$ cat src/rtl/cache_ctrl.sv
// Sequencing FSM for a 16-set, 32-byte-line, write-back direct-mapped D-cache:
// hit/miss detection, dirty writeback, refill, tag update and hit/miss statistics.
module cache_ctrl #(
    parameter int ADDR_W = 64,
    parameter int CNT_W  = 32
) (
    input  logic              clk_i,
    input  logic              rst_i,
    input  logic              cpu_req_valid_i,
    input  logic              cpu_req_we_i,
    input  logic [ADDR_W-1:0] cpu_addr_i,
    output logic              cpu_ready_o,
    output logic              cpu_busy_o,
    output logic [3:0]        tag_index_o,
    input  logic [ADDR_W-8:0] tag_read_i,
    output logic              tag_we_o,
    output logic [ADDR_W-8:0] tag_write_o,
    output logic              data_we_o,
    output logic              data_refill_o,
    output logic              mem_req_valid_o,
    output logic              mem_req_we_o,
    output logic [ADDR_W-1:0] mem_addr_o,
    input  logic              mem_ready_i,
    output logic [CNT_W-1:0]  hit_cnt_o,
    output logic [CNT_W-1:0]  miss_cnt_o
);

    localparam int TAG_W = ADDR_W - 9;

    typedef enum logic [1:0] {
        ST_IDLE      = 2'd0,
        ST_COMPARE   = 2'd1,
        ST_WRITEBACK = 2'd2,
        ST_ALLOCATE  = 2'd3
    } state_t;

    state_t            state_r;
    state_t            state_next_s;
    logic [ADDR_W-1:0] addr_r;
    logic              we_r;
    logic              replay_r;
    logic [CNT_W-1:0]  hit_cnt_r;
    logic [CNT_W-1:0]  miss_cnt_r;

    logic              latch_s;
    logic              hit_inc_s;
    logic              miss_inc_s;
    logic              hit_s;
    logic              victim_dirty_s;
    logic [TAG_W-1:0]  req_tag_s;
    logic [3:0]        index_s;

    assign req_tag_s      = addr_r[ADDR_W-1:9];
    assign index_s        = addr_r[8:5];
    assign hit_s          = tag_read_i[TAG_W+1] && (tag_read_i[TAG_W-1:0] == req_tag_s);
    assign victim_dirty_s = tag_read_i[TAG_W+1] && tag_read_i[TAG_W];

    assign tag_index_o = index_s;
    assign cpu_busy_o  = (state_r != ST_IDLE);
    assign hit_cnt_o   = hit_cnt_r;
    assign miss_cnt_o  = miss_cnt_r;

    // State, latched request and statistics registers
    always_ff @(posedge clk_i or posedge rst_i) begin
        if (rst_i) begin
            state_r    <= ST_IDLE;
            addr_r     <= {ADDR_W{1'b0}};
            we_r       <= 1'b0;
            replay_r   <= 1'b0;
            hit_cnt_r  <= {CNT_W{1'b0}};
            miss_cnt_r <= {CNT_W{1'b0}};
        end else begin
            state_r <= state_next_s;
            if (latch_s) begin
                addr_r <= cpu_addr_i;
                we_r   <= cpu_req_we_i;
            end
            // COMPARE is only ever entered from IDLE or ALLOCATE, so this marks the replay pass
            replay_r <= (state_r == ST_ALLOCATE);
            if (hit_inc_s) begin
                hit_cnt_r <= hit_cnt_r + {{(CNT_W-1){1'b0}}, 1'b1};
            end
            if (miss_inc_s) begin
                miss_cnt_r <= miss_cnt_r + {{(CNT_W-1){1'b0}}, 1'b1};
            end
        end
    end

    // Next-state and output decode
    always_comb begin
        state_next_s    = state_r;
        latch_s         = 1'b0;
        hit_inc_s       = 1'b0;
        miss_inc_s      = 1'b0;
        cpu_ready_o     = 1'b0;
        tag_we_o        = 1'b0;
        tag_write_o     = {(TAG_W+2){1'b0}};
        data_we_o       = 1'b0;
        data_refill_o   = 1'b0;
        mem_req_valid_o = 1'b0;
        mem_req_we_o    = 1'b0;
        mem_addr_o      = {ADDR_W{1'b0}};
        case (state_r)
            ST_IDLE: begin
                if (cpu_req_valid_i) begin
                    latch_s      = 1'b1;
                    state_next_s = ST_COMPARE;
                end else begin
                    state_next_s = ST_IDLE;
                end
            end
            ST_COMPARE: begin
                if (hit_s) begin
                    cpu_ready_o  = 1'b1;
                    hit_inc_s    = !replay_r;
                    state_next_s = ST_IDLE;
                    if (we_r) begin
                        tag_we_o    = 1'b1;
                        tag_write_o = {1'b1, 1'b1, req_tag_s};
                        data_we_o   = 1'b1;
                    end else begin
                        tag_we_o    = 1'b0;
                    end
                end else begin
                    miss_inc_s = 1'b1;
                    if (victim_dirty_s) begin
                        state_next_s = ST_WRITEBACK;
                    end else begin
                        state_next_s = ST_ALLOCATE;
                    end
                end
            end
            ST_WRITEBACK: begin
                mem_req_valid_o = 1'b1;
                mem_req_we_o    = 1'b1;
                mem_addr_o      = {tag_read_i[TAG_W-1:0], index_s, 5'b00000};
                if (mem_ready_i) begin
                    state_next_s = ST_ALLOCATE;
                end else begin
                    state_next_s = ST_WRITEBACK;
                end
            end
            ST_ALLOCATE: begin
                mem_req_valid_o = 1'b1;
                mem_addr_o      = {req_tag_s, index_s, 5'b00000};
                if (mem_ready_i) begin
                    tag_we_o      = 1'b1;
                    tag_write_o   = {1'b1, 1'b0, req_tag_s};
                    data_refill_o = 1'b1;
                    state_next_s  = ST_COMPARE;
                end else begin
                    state_next_s  = ST_ALLOCATE;
                end
            end
            default: begin
                state_next_s = ST_IDLE;
            end
        endcase
    end

endmodule

$ cat config.mk
export PLATFORM = sky130hd
export DESIGN_NAME = cache_ctrl
export DESIGN_NICKNAME = d
export VERILOG_FILES = /design/src/rtl/cache_ctrl.sv
export SDC_FILE = /design/constraint.sdc
export NUM_CORES = 1
export LEC_CHECK = 0
export BUFFER_PORTS_ARGS = -buffer_cell sky130_fd_sc_hd__buf_2
export CORE_UTILIZATION = 35
export DETAILED_ROUTE_END_ITERATION = 16
export SYNTH_ARGS = -nofsm -noshare
export SYNTH_HDL_FRONTEND = slang
export SYNTH_SLANG_ARGS = --single-unit
$ cat constraint.sdc
create_clock -name clk_i -period 3.45 [get_ports clk_i]
set_input_delay 0.1725 -clock clk_i [delete_from_list [all_inputs] [get_ports clk_i]]
set_output_delay 0.1725 -clock clk_i [all_outputs]
set_load 0.05 [all_outputs]
==> flow_summary.ini <==
[synth]
async_flop_share_pct = 100
synth_common_cells = dfrtp_1 (127), xor2_1 (98), mux2_2 (62)
ys.flop_type = dfrtp_1
synth.distinct_cells = 42
synth_edf_count = 0
yosys.area.top_type_share_pct = 41.8
synth_area_leaders = dfrtp_1 (42%), xor2_1 (11%), mux2_2 (9.2%), mux2i_1 (7.2%), and2_1 (5.0%)
yosysMostFrequentCell = dfrtp_1
yosysWarnings = 0
ys_seq_elements = 127
synthCells = 723
synth_area_um2 = 7600
synth_area_per_cell_um2 = 10.5
synth_top_area_cell = dfrtp_1
ys_seq_area_share_pct = 41.8

[clock_network]
cts_root_buf = clkbuf_16
clkSinkCount = 127
clk_latency_ps = 420
cts_tree = yes
clk_pin_slew_ps = 60
clockBufferDepth = 2
cts_setup_buffers = 0
cts_buffers = 17
htreeDepth = 4

[setup_path]
r2r_start = addr_r[48]
arrival_ps = 3100
critPathMaxFanout = 27
startpoint_type = flip-flop
endpoint_kind = output pin
cp-startpoint = addr_r[57]
r2r_slack_ps = 540
critPathRequiredTime_ps = 3280
critical_path_class = reg -> out

[power_and_ir_drop]
peakVddDrop_uv = 536
p_per_area_nw_per_um2 = 951
finalPower_uw = 10200
power.leakage_uw = 0.00539

[grt]
first_global_vias = 6556
grt_pass1_wl_um = 37200
grt_overflow = 0
grtUsageTotal_pct = 22.0
grt_max_degree = 70
antenna_found_initial = 1

[sta]
finalSetupTns_ps = 0
min_period_over_period_pct = 95.0
rsz0062_at_grt = no
hold_viol = 0
max_freq_mhz = 305
final.setup.worst_slack_ps = 174
min_period_ps = 3280
worst_slew_pin_slew_ps = 715
slew_violations = 0
finalSetupViolCount = 0
max_slew_margin_pct = 52.3
clock_skew_ps = 10.2

[drt]
vias = 6624
drc = 0
drt-total-wl_um = 24800
wl_per_cell_um = 18.1
via_per_inst = 4.82
detail_route.first_pass.iterations = 4
drt_iter0_drc = 206
drtAntennaViolNets = 0

[placed_design]
dp.cells = 1280
place_ws_ps = 484
port-buffer-count = 311
dp_hpwl_um = 18000
placed_cell_area_um2 = 9460
gp_congestion = 0.785

[floorplan]
die_area_um2 = 22300
start_util_pct = 35.9
die_height_um = 149
row_count = 53
io_pins = 322
fp.dieW_um = 149
coreArea_um2 = 21200

[finish]
nets = 1213
diodes = 0
num-fill-cells = 2000
stdcell_count = 1373
drive_gt1_share_pct = 39.7
syn_to_final_growth_pct = 40.7
fin_area_um2 = 10700

[outcome]
status = finished clean

[worst_hold_path]
min_path_type = in -> reg
holdCritStartpoint = cpu_addr_i[41]

[run]
max-cap-violations = 0
[placed cells by master (no fill, tap or decap), types with 5 or more instances in the layout]
cell type      count
and2_1            61
buf_2            309
buf_4             12
clkbuf_16         18
conb_1             5
dfrtp_1          125
dlygate4sd3_1     60
inv_1             11
inv_6              5
mux2_2            62
mux2i_1           55
nand2_1           23
nand3_1           24
nand4_1           14
nor2_1            16
nor2b_1           58
nor3_1            15
nor4_1            42
nor4_2             5
xnor2_1           20
xor2_1            98
[state kept, by name (all words and copies together), names as in the netlist]
register    count
addr_r         59
hit_cnt_o      32
miss_cnt_o     32
replay_r        1
state_r         2
we_r            1
[cell families after synthesis]
logic type	count (synthesis)	synth area share [%]
flops	127	41.8
other cells	1	0.0493
buf+inv	59	3.74
fa+ha+maj	2	0.329
xor+xnor	118	13.6
mux	117	16.4
compound gates	5	0.477
simple gates	294	23.6
[area by class of cell]
cell class | count | area, um^2 | share of cell area, %
timing repair buffer | 386 | 2340 | 21.9
multi-input combinational | 541 | 4170 | 39.0
clock inverter | 14 | 178 | 1.66
inverter | 12 | 48.8 | 0.456
sequential | 127 | 3180 | 29.8
tap | 275 | 344 | 3.22
clock buffer | 18 | 429 | 4.01
[critical path: stages (launching register included)]
cell	delay (ps)
dfrtp_1	420
xor2_1	230
or4_1	550
or2_1	270
nor4_4	290
a31o_4	280
buf_12	190
and2_1	170
buf_2	270
[layer usage]
metal  vias up  share of wire, %  track usage, %
li1       3205                 -               -
met1      3187                44            27.7
met2       207                50            37.7
met3        23               4.7            4.74
met4         2               1.3            6.17
met5         -             0.052               0
[per-stage QoR]
stage          hold WS [ps]  util, %
5_1_grt                6.24     50.6
4_1_cts              0.0259     50.4
2_1_floorplan           257        -
3_5_place_dp            252     44.7
6_report               12.9     50.6
3_3_place_gp            246     44.7
[path summary, 6_finish.rpt]
| kind | to | cells after the start |
|---|---|---|
| setup / recovery | tag_write_o[14] | 8 |
| setup reg to reg | hit_cnt_o[12] | 6 |
| hold / removal | addr_r[41] | 2 |
| min in group asynchronous | miss_cnt_o[21] | 3 |
| max in group asynchronous | state_r[1] | 4 |
| hold reg to reg | miss_cnt_o[31] | 1 |
[report_power, final]
group	switching [uW]	total (uW)	internal [uW]
combinational	4080	5820	1740
sequential	516	2450	1940
clock	755	1910	1150
total	5350	10200	4830
[timing repair]
item / 4_1_cts / 5_1_grt
setup endpoints to repair: 0 / 45
hold buffers: 60 / 0
hold endpoints to repair: 80 / 0
gates resized for setup: 0 / 1
No activity file was read; power rests on OpenSTA's default activity.
